==> src/rtl/mdu_seq_ctrl.sv <==
// Iterative multiply/divide sequencer for the M extension.
// Shift-add multiply and restoring divide, one bit per cycle.
module mdu_seq_ctrl #(
    parameter int WIDTH = 64
) (
    input  logic             clk,
    input  logic             rst,
    input  logic             flush,
    input  logic             in_valid,
    output logic             in_ready,
    input  logic [4:0]       op,
    input  logic             is_32bit,
    input  logic [WIDTH-1:0] src1,
    input  logic [WIDTH-1:0] src2,
    output logic             out_valid,
    input  logic             out_ready,
    output logic [WIDTH-1:0] result,
    output logic             busy
);

    localparam int CW = $clog2(WIDTH + 1);
    localparam logic [WIDTH-1:0] LO32  = {{(WIDTH-32){1'b0}}, {32{1'b1}}};
    localparam logic [WIDTH-1:0] MIN32 = {{(WIDTH-32){1'b0}}, 1'b1, 31'b0};
    localparam logic [WIDTH-1:0] MINW  = {1'b1, {(WIDTH-1){1'b0}}};

    typedef enum logic [1:0] {IDLE, CALC, DONE} state_t;
    typedef enum logic [1:0] {K_MUL, K_QUO, K_REM} kind_t;

    state_t state, state_nxt;
    kind_t kind;
    logic neg, w32;
    logic [CW-1:0] cnt, n_load;
    logic [WIDTH-1:0] acc, sh, dsr;

    logic is_mul, is_div, is_divu, is_rem, is_remu;
    logic sgn_op, any_div, neg_a, neg_b;
    logic div_zero, ovf, special, accept;
    logic [WIDTH-1:0] mask, a, b, mag_a, mag_b, spec_r;
    logic [WIDTH-1:0] nxt_acc, nxt_sh, nxt_dsr, raw, fin;
    logic [WIDTH:0] rs;

    // 32-bit ops always deliver a result sign-extended from bit 31
    function automatic logic [WIDTH-1:0] fit(
        input logic [WIDTH-1:0] v,
        input logic w
    );
        fit = w ? {{(WIDTH-32){v[31]}}, v[31:0]} : v;
    endfunction

    // priority decode so a malformed op still picks exactly one operation
    assign is_mul  = op[0];
    assign is_div  = ~op[0] & op[1];
    assign is_divu = ~|op[1:0] & op[2];
    assign is_rem  = ~|op[2:0] & op[3];
    assign is_remu = ~|op[3:0] & op[4];

    assign in_ready  = (state == IDLE) & ~flush;
    assign accept    = in_valid & in_ready;
    assign out_valid = (state == DONE);
    assign busy      = (state != IDLE);

    // operand magnitudes and the results that need no iteration
    always_comb begin
        mask     = is_32bit ? LO32 : '1;
        a        = src1 & mask;
        b        = src2 & mask;
        sgn_op   = is_div | is_rem;
        any_div  = is_div | is_divu | is_rem | is_remu;
        neg_a    = sgn_op & (is_32bit ? src1[31] : src1[WIDTH-1]);
        neg_b    = sgn_op & (is_32bit ? src2[31] : src2[WIDTH-1]);
        mag_a    = neg_a ? ((-a) & mask) : a;
        mag_b    = neg_b ? ((-b) & mask) : b;
        div_zero = any_div && (b == '0);
        ovf      = sgn_op && (a == (is_32bit ? MIN32 : MINW)) && (b == mask);
        special  = (op == 5'd0) | div_zero | ovf;
        n_load   = is_32bit ? CW'(32) : CW'(WIDTH);
        spec_r   = '0;
        if (div_zero)
            spec_r = (is_div | is_divu) ? mask : a;
        else if (ovf)
            spec_r = is_div ? a : '0;
        spec_r = fit(spec_r, is_32bit);
    end

    // one multiply or divide step, plus the sign-corrected final value
    always_comb begin
        nxt_acc = acc;
        nxt_sh  = sh;
        nxt_dsr = dsr;
        rs      = {acc, sh[WIDTH-1]};
        if (kind == K_MUL) begin
            nxt_acc = acc + (sh[0] ? dsr : '0);
            nxt_sh  = sh >> 1;
            nxt_dsr = dsr << 1;
        end else if (rs >= {1'b0, dsr}) begin
            nxt_acc = WIDTH'(rs - {1'b0, dsr});
            nxt_sh  = {sh[WIDTH-2:0], 1'b1};
        end else begin
            nxt_acc = rs[WIDTH-1:0];
            nxt_sh  = {sh[WIDTH-2:0], 1'b0};
        end
        raw = (kind == K_QUO) ? nxt_sh : nxt_acc;
        fin = fit(neg ? -raw : raw, w32);
    end

    // state register
    always_ff @(posedge clk) begin
        if (!rst)
            state <= IDLE;
        else
            state <= state_nxt;
    end

    // next-state logic; flush overrides everything but reset
    always_comb begin
        state_nxt = state;
        unique case (state)
            IDLE: if (accept) state_nxt = special ? DONE : CALC;
            CALC: if (cnt == CW'(1)) state_nxt = DONE;
            DONE: if (out_ready) state_nxt = IDLE;
            default: state_nxt = IDLE;
        endcase
        if (flush)
            state_nxt = IDLE;
    end

    // operand capture, iteration registers, counter and result
    always_ff @(posedge clk) begin
        if (!rst) begin
            cnt    <= '0;
            result <= '0;
            acc    <= '0;
            sh     <= '0;
            dsr    <= '0;
            kind   <= K_MUL;
            neg    <= 1'b0;
            w32    <= 1'b0;
        end else if (flush) begin
            cnt <= '0;
        end else if (accept) begin
            cnt  <= n_load;
            w32  <= is_32bit;
            acc  <= '0;
            kind <= is_mul ? K_MUL : ((is_div | is_divu) ? K_QUO : K_REM);
            neg  <= (is_div & (neg_a ^ neg_b)) | (is_rem & neg_a);
            if (is_mul) begin
                sh  <= b;
                dsr <= a;
            end else begin
                sh  <= is_32bit ? (mag_a << (WIDTH - 32)) : mag_a;
                dsr <= mag_b;
            end
            if (special)
                result <= spec_r;
        end else if (state == CALC) begin
            acc <= nxt_acc;
            sh  <= nxt_sh;
            dsr <= nxt_dsr;
            if (cnt != '0)
                cnt <= cnt - CW'(1);
            if (cnt == CW'(1))
                result <= fin;
        end
    end

endmodule

==> config.mk <==
export PLATFORM = sky130hd
export DESIGN_NAME = mdu_seq_ctrl
export DESIGN_NICKNAME = d
export VERILOG_FILES = /design/src/rtl/mdu_seq_ctrl.sv
export SDC_FILE = /design/constraint.sdc
export NUM_CORES = 2
export LEC_CHECK = 0
export BUFFER_PORTS_ARGS = -buffer_cell sky130_fd_sc_hd__buf_4
export CORE_MARGIN = 10
export CORE_UTILIZATION = 30
export CTS_BUF_LIST = sky130_fd_sc_hd__clkbuf_8
export DETAILED_ROUTE_END_ITERATION = 8
export GPL_TIMING_DRIVEN = 0
export PLACE_DENSITY_LB_ADDON = 0.25
export SYNTH_ARGS = -nofsm -noshare
export SYNTH_HDL_FRONTEND = slang
export SYNTH_SLANG_ARGS = --single-unit
==> constraint.sdc <==
create_clock -name clk -period 18.5 [get_ports clk]
set_input_delay 3.7 -clock clk [delete_from_list [all_inputs] [get_ports clk]]
set_output_delay 3.7 -clock clk [all_outputs]
set_load 0.1 [all_outputs]
==> results.yml <==
status:
  status: "finished clean"
finish:
  layout.core_utilization: 0.346
  syn2layout_area_growth_pct: 14.0
  layout_commonest_cell: "nand2_1"
  final_cell_count_no_fill: 6403
  multiInputGateArea_um2: 24100
  fillerInstances: 11689
  nNetsFinal: 5249
  drive_gt1_frac: 0.0797
  regArea_um2: 5390
  mostFrequentLayoutCells: "nand2_1 (584), nor2_1 (459), a21oi_1 (451)"
synth:
  synthFlopType: "dfxtp_1"
  async_flop_share: 0
  ys_seq_area_frac: 0.171
  synth_area_um2: 31600
  synth-seq-cells: 269
  avgSynthCellArea_um2: 6.68
  synth-edff-count: 0
  yosysWarnings: 0
  synthCells: 4725
  syn_nets: 4999
  synth_cell_types: 95
global_routing:
  grt_pass1_wl_um: 291000
  grt_overflow_total: 0
  antenna_found_initial: 6
  grt_max_degree: 14
  grt_pass1_vias: 38179
  groute.usage.overall: 0.338
placed_design:
  dp_hpwl_um: 175000
  dp_cells: 6298
  routabilityCongestion: 1.03
  dp_slack_ns: 8.56
  port_buffers: 192
critical_path:
  regToRegEndpoint: "result[28]"
  r2r-start: "dsr[62]"
  end_kind: "register"
  cp.required_ns: 19.08
  critPathArrivalTime_ns: 10.85
  crit_start: "dsr[62]"
  r2r_cells: 24
  worstPathMaxFanout: 10
  cp-endpoint: "result[28]"
  regToRegSetupSlack_ns: 8.22
  cp-start-kind: "register"
  crit_type: "reg -> reg"
clock_network:
  holdBufCountCts: 0
  cts_resized: 0
  cts_tree: "yes"
  clock_path_buffers: 3
  clk_latency_ns: 0.78
  clkSinkCount: 269
  cts_htree_levels: 2
  clk_pin_slew_ns: 0.07
  post_cts.repair.setup_buffers: 0
  root_buffer: "clkbuf_8"
  cts_buffers: 54
floorplan:
  initial_core_util: 0.303
  dieArea_um2: 119000
  fp.dieH_um: 344
  rows: 118
  die_x_um: 344
  fp.coreArea_um2: 104000
  ioPinCount: 206
run:
  cap_violations: 0
detailed_routing:
  firstDrtPassIters: 8
  drt.antenna.violating_nets: 0
  vias: 41626
  wire_per_inst_um: 33.2
  routed_wl_um: 213000
  avgViaCountPerCell: 6.50
  remaining_drc_errors: 0
  drtIter0Drc: 6206
power:
  p_leak_uw: 0.0136
  power_frac_seq: 0.289
  sw_frac_of_total: 0.449
  pwr-share-comb: 0.381
  p_per_area_nw_per_um2: 61.7
  intPower_uw: 1220
  switching_power_uw: 996
  ir_drop_mv: 0.0587
  p_clk_frac: 0.330
min_path:
  hold_class: "reg -> reg"
sta:
  final_max_slew_viol_count: 0
  skew_ns: 0.101
  period_share: 0.555
  setup_ws_ns: 8.22
  hold_viol: 0
  rsz0062_at_grt: "no"
  finalSetupViolations: 0
  tns_ns: 0
  tightest_slew_ns: 1.44
  max_freq_mhz: 97.3
  period_needed_ns: 10.28
  relSlewSlack: 0.0294
[power by group through the flow]
stage | clock (uW) | combinational (uW) | sequential (uW)
after floorplan | 0 | 449 | 639
after global placement | 0 | 799 | 652
after detailed placement | 0 | 798 | 652
after CTS | 728 | 801 | 640
after global routing | 752 | 872 | 643
final | 733 | 845 | 642
[metal layers]
metal,vias up,global-route usage,share of wire
met4,0,0.220,0.077
met3,528,0.0799,0.11
li1,18056,-,-
met1,20451,0.446,0.41
met2,2591,0.487,0.41
met5,-,0,0
[stage by stage]
| stage | area [um^2] | total power (uW) | hold WS [ns] |
|---|---|---|---|
| after floorplan | 31600 | 1090 | 0.420 |
| after CTS | 36000 | 2170 | 0.462 |
| final | 36000 | 2220 | 0.458 |
| after global routing | 36000 | 2270 | 0.479 |
| after global placement | 34800 | 1450 | 0.447 |
| after detailed placement | 34800 | 1450 | 0.448 |
[sequential cells by signal, indices dropped and copies added, names as in the netlist]
name,count
state,2
kind,2
cnt,7
neg,1
acc,64
w32,1
result,64
dsr,64
sh,64
[worst max-delay path, cell delays in order (launching register included)]
cell and delay [ns]:
dfxtp_1 0.48, inv_1 0.10, ha_1 0.42, a21o_1 0.24, a211oi_1 1.11, o31ai_4 0.29, or3_1 0.50, buf_4 0.21
a21oi_4 0.18, buf_6 0.19, buf_4 0.26, buf_4 0.30, clkbuf_1 0.53, clkbuf_1 1.04, buf_1 0.87, a21o_1 0.29
ha_1 0.25, nand2_1 0.07, or3_1 0.31, clkbuf_1 0.19, nor4_1 0.91, a31oi_1 0.24, xnor2_1 0.21, a211oi_1 0.83
nor3_1 0.09
[cell families (layout without fill, tap and decap cells)]
family                     count (synthesis)  count (layout)  synth area share
xor gates and xnor gates                 237             237            0.0657
muxes                                     67              67            0.0217
buffers and inverters                    520             813            0.0652
DFF                                      269             269             0.171
other                                      0               5                 0
adders and majority gates                135             135            0.0540
AOI/OAI and AO/OA                       1750            1750             0.363
and+or+nand+nor                         1747            1747             0.260
[synthesized netlist by cell type, drive strengths merged (14+ instances only)]
| library cell | n | share of area |
|---|---|---|
| nor2b | 15 | 0.0030 |
| ha | 133 | 0.053 |
| nand3 | 108 | 0.017 |
| o21bai | 21 | 0.0050 |
| or3 | 56 | 0.011 |
| or2 | 20 | 0.0040 |
| o311ai | 14 | 0.0039 |
| a31oi | 72 | 0.014 |
| a22oi | 35 | 0.0083 |
| nor2 | 460 | 0.055 |
| a21boi | 17 | 0.0040 |
| o221ai | 28 | 0.0078 |
| a21o | 64 | 0.015 |
| inv | 140 | 0.017 |
| nand4 | 90 | 0.018 |
| a21oi | 457 | 0.074 |
| clkbuf | 301 | 0.036 |
| a221oi | 52 | 0.014 |
| nor3b | 19 | 0.0045 |
| and3 | 26 | 0.0052 |
| mux2i | 54 | 0.017 |
| nor3 | 138 | 0.023 |
| nor4 | 52 | 0.011 |
| o21ai | 406 | 0.065 |
| a211oi | 159 | 0.038 |
| buf | 79 | 0.013 |
| a211o | 19 | 0.0053 |
| o2111a | 15 | 0.0053 |
| o211ai | 119 | 0.029 |
| and4 | 15 | 0.0042 |
| xnor2 | 131 | 0.036 |
| xor2 | 106 | 0.029 |
| o31ai | 52 | 0.013 |
| and2 | 97 | 0.019 |
| nand2b | 25 | 0.0050 |
| o41ai | 14 | 0.0041 |
| o21a | 47 | 0.011 |
| nand2 | 584 | 0.069 |
| dfxtp | 269 | 0.17 |
| or4 | 17 | 0.0040 |
[worst min-delay path by stage]
| stage | from | end | slack (ns) | cells past startpoint |
|---|---|---|---|---|
| after floorplan | state[1] | state[0] | 0.42 | 1 |
| after global placement | result[59] | result[59] | 0.45 | 2 |
| final | result[59] | result[59] | 0.46 | 2 |
| after global routing | result[59] | result[59] | 0.48 | 2 |
| after CTS | result[59] | result[59] | 0.46 | 2 |
| after detailed placement | result[59] | result[59] | 0.45 | 2 |
[area by class of cell]
class | count | area share
multi-input combinational | 3936 | 0.671
sequential | 269 | 0.150
tap | 1380 | 0.0480
buffer | 380 | 0.0427
timing repair buffer | 194 | 0.0409
clock buffer | 67 | 0.0256
inverter | 140 | 0.0146
clock inverter | 32 | 0.00765
antenna | 5 | 0.000348
Power figures use the tool's default switching activity.
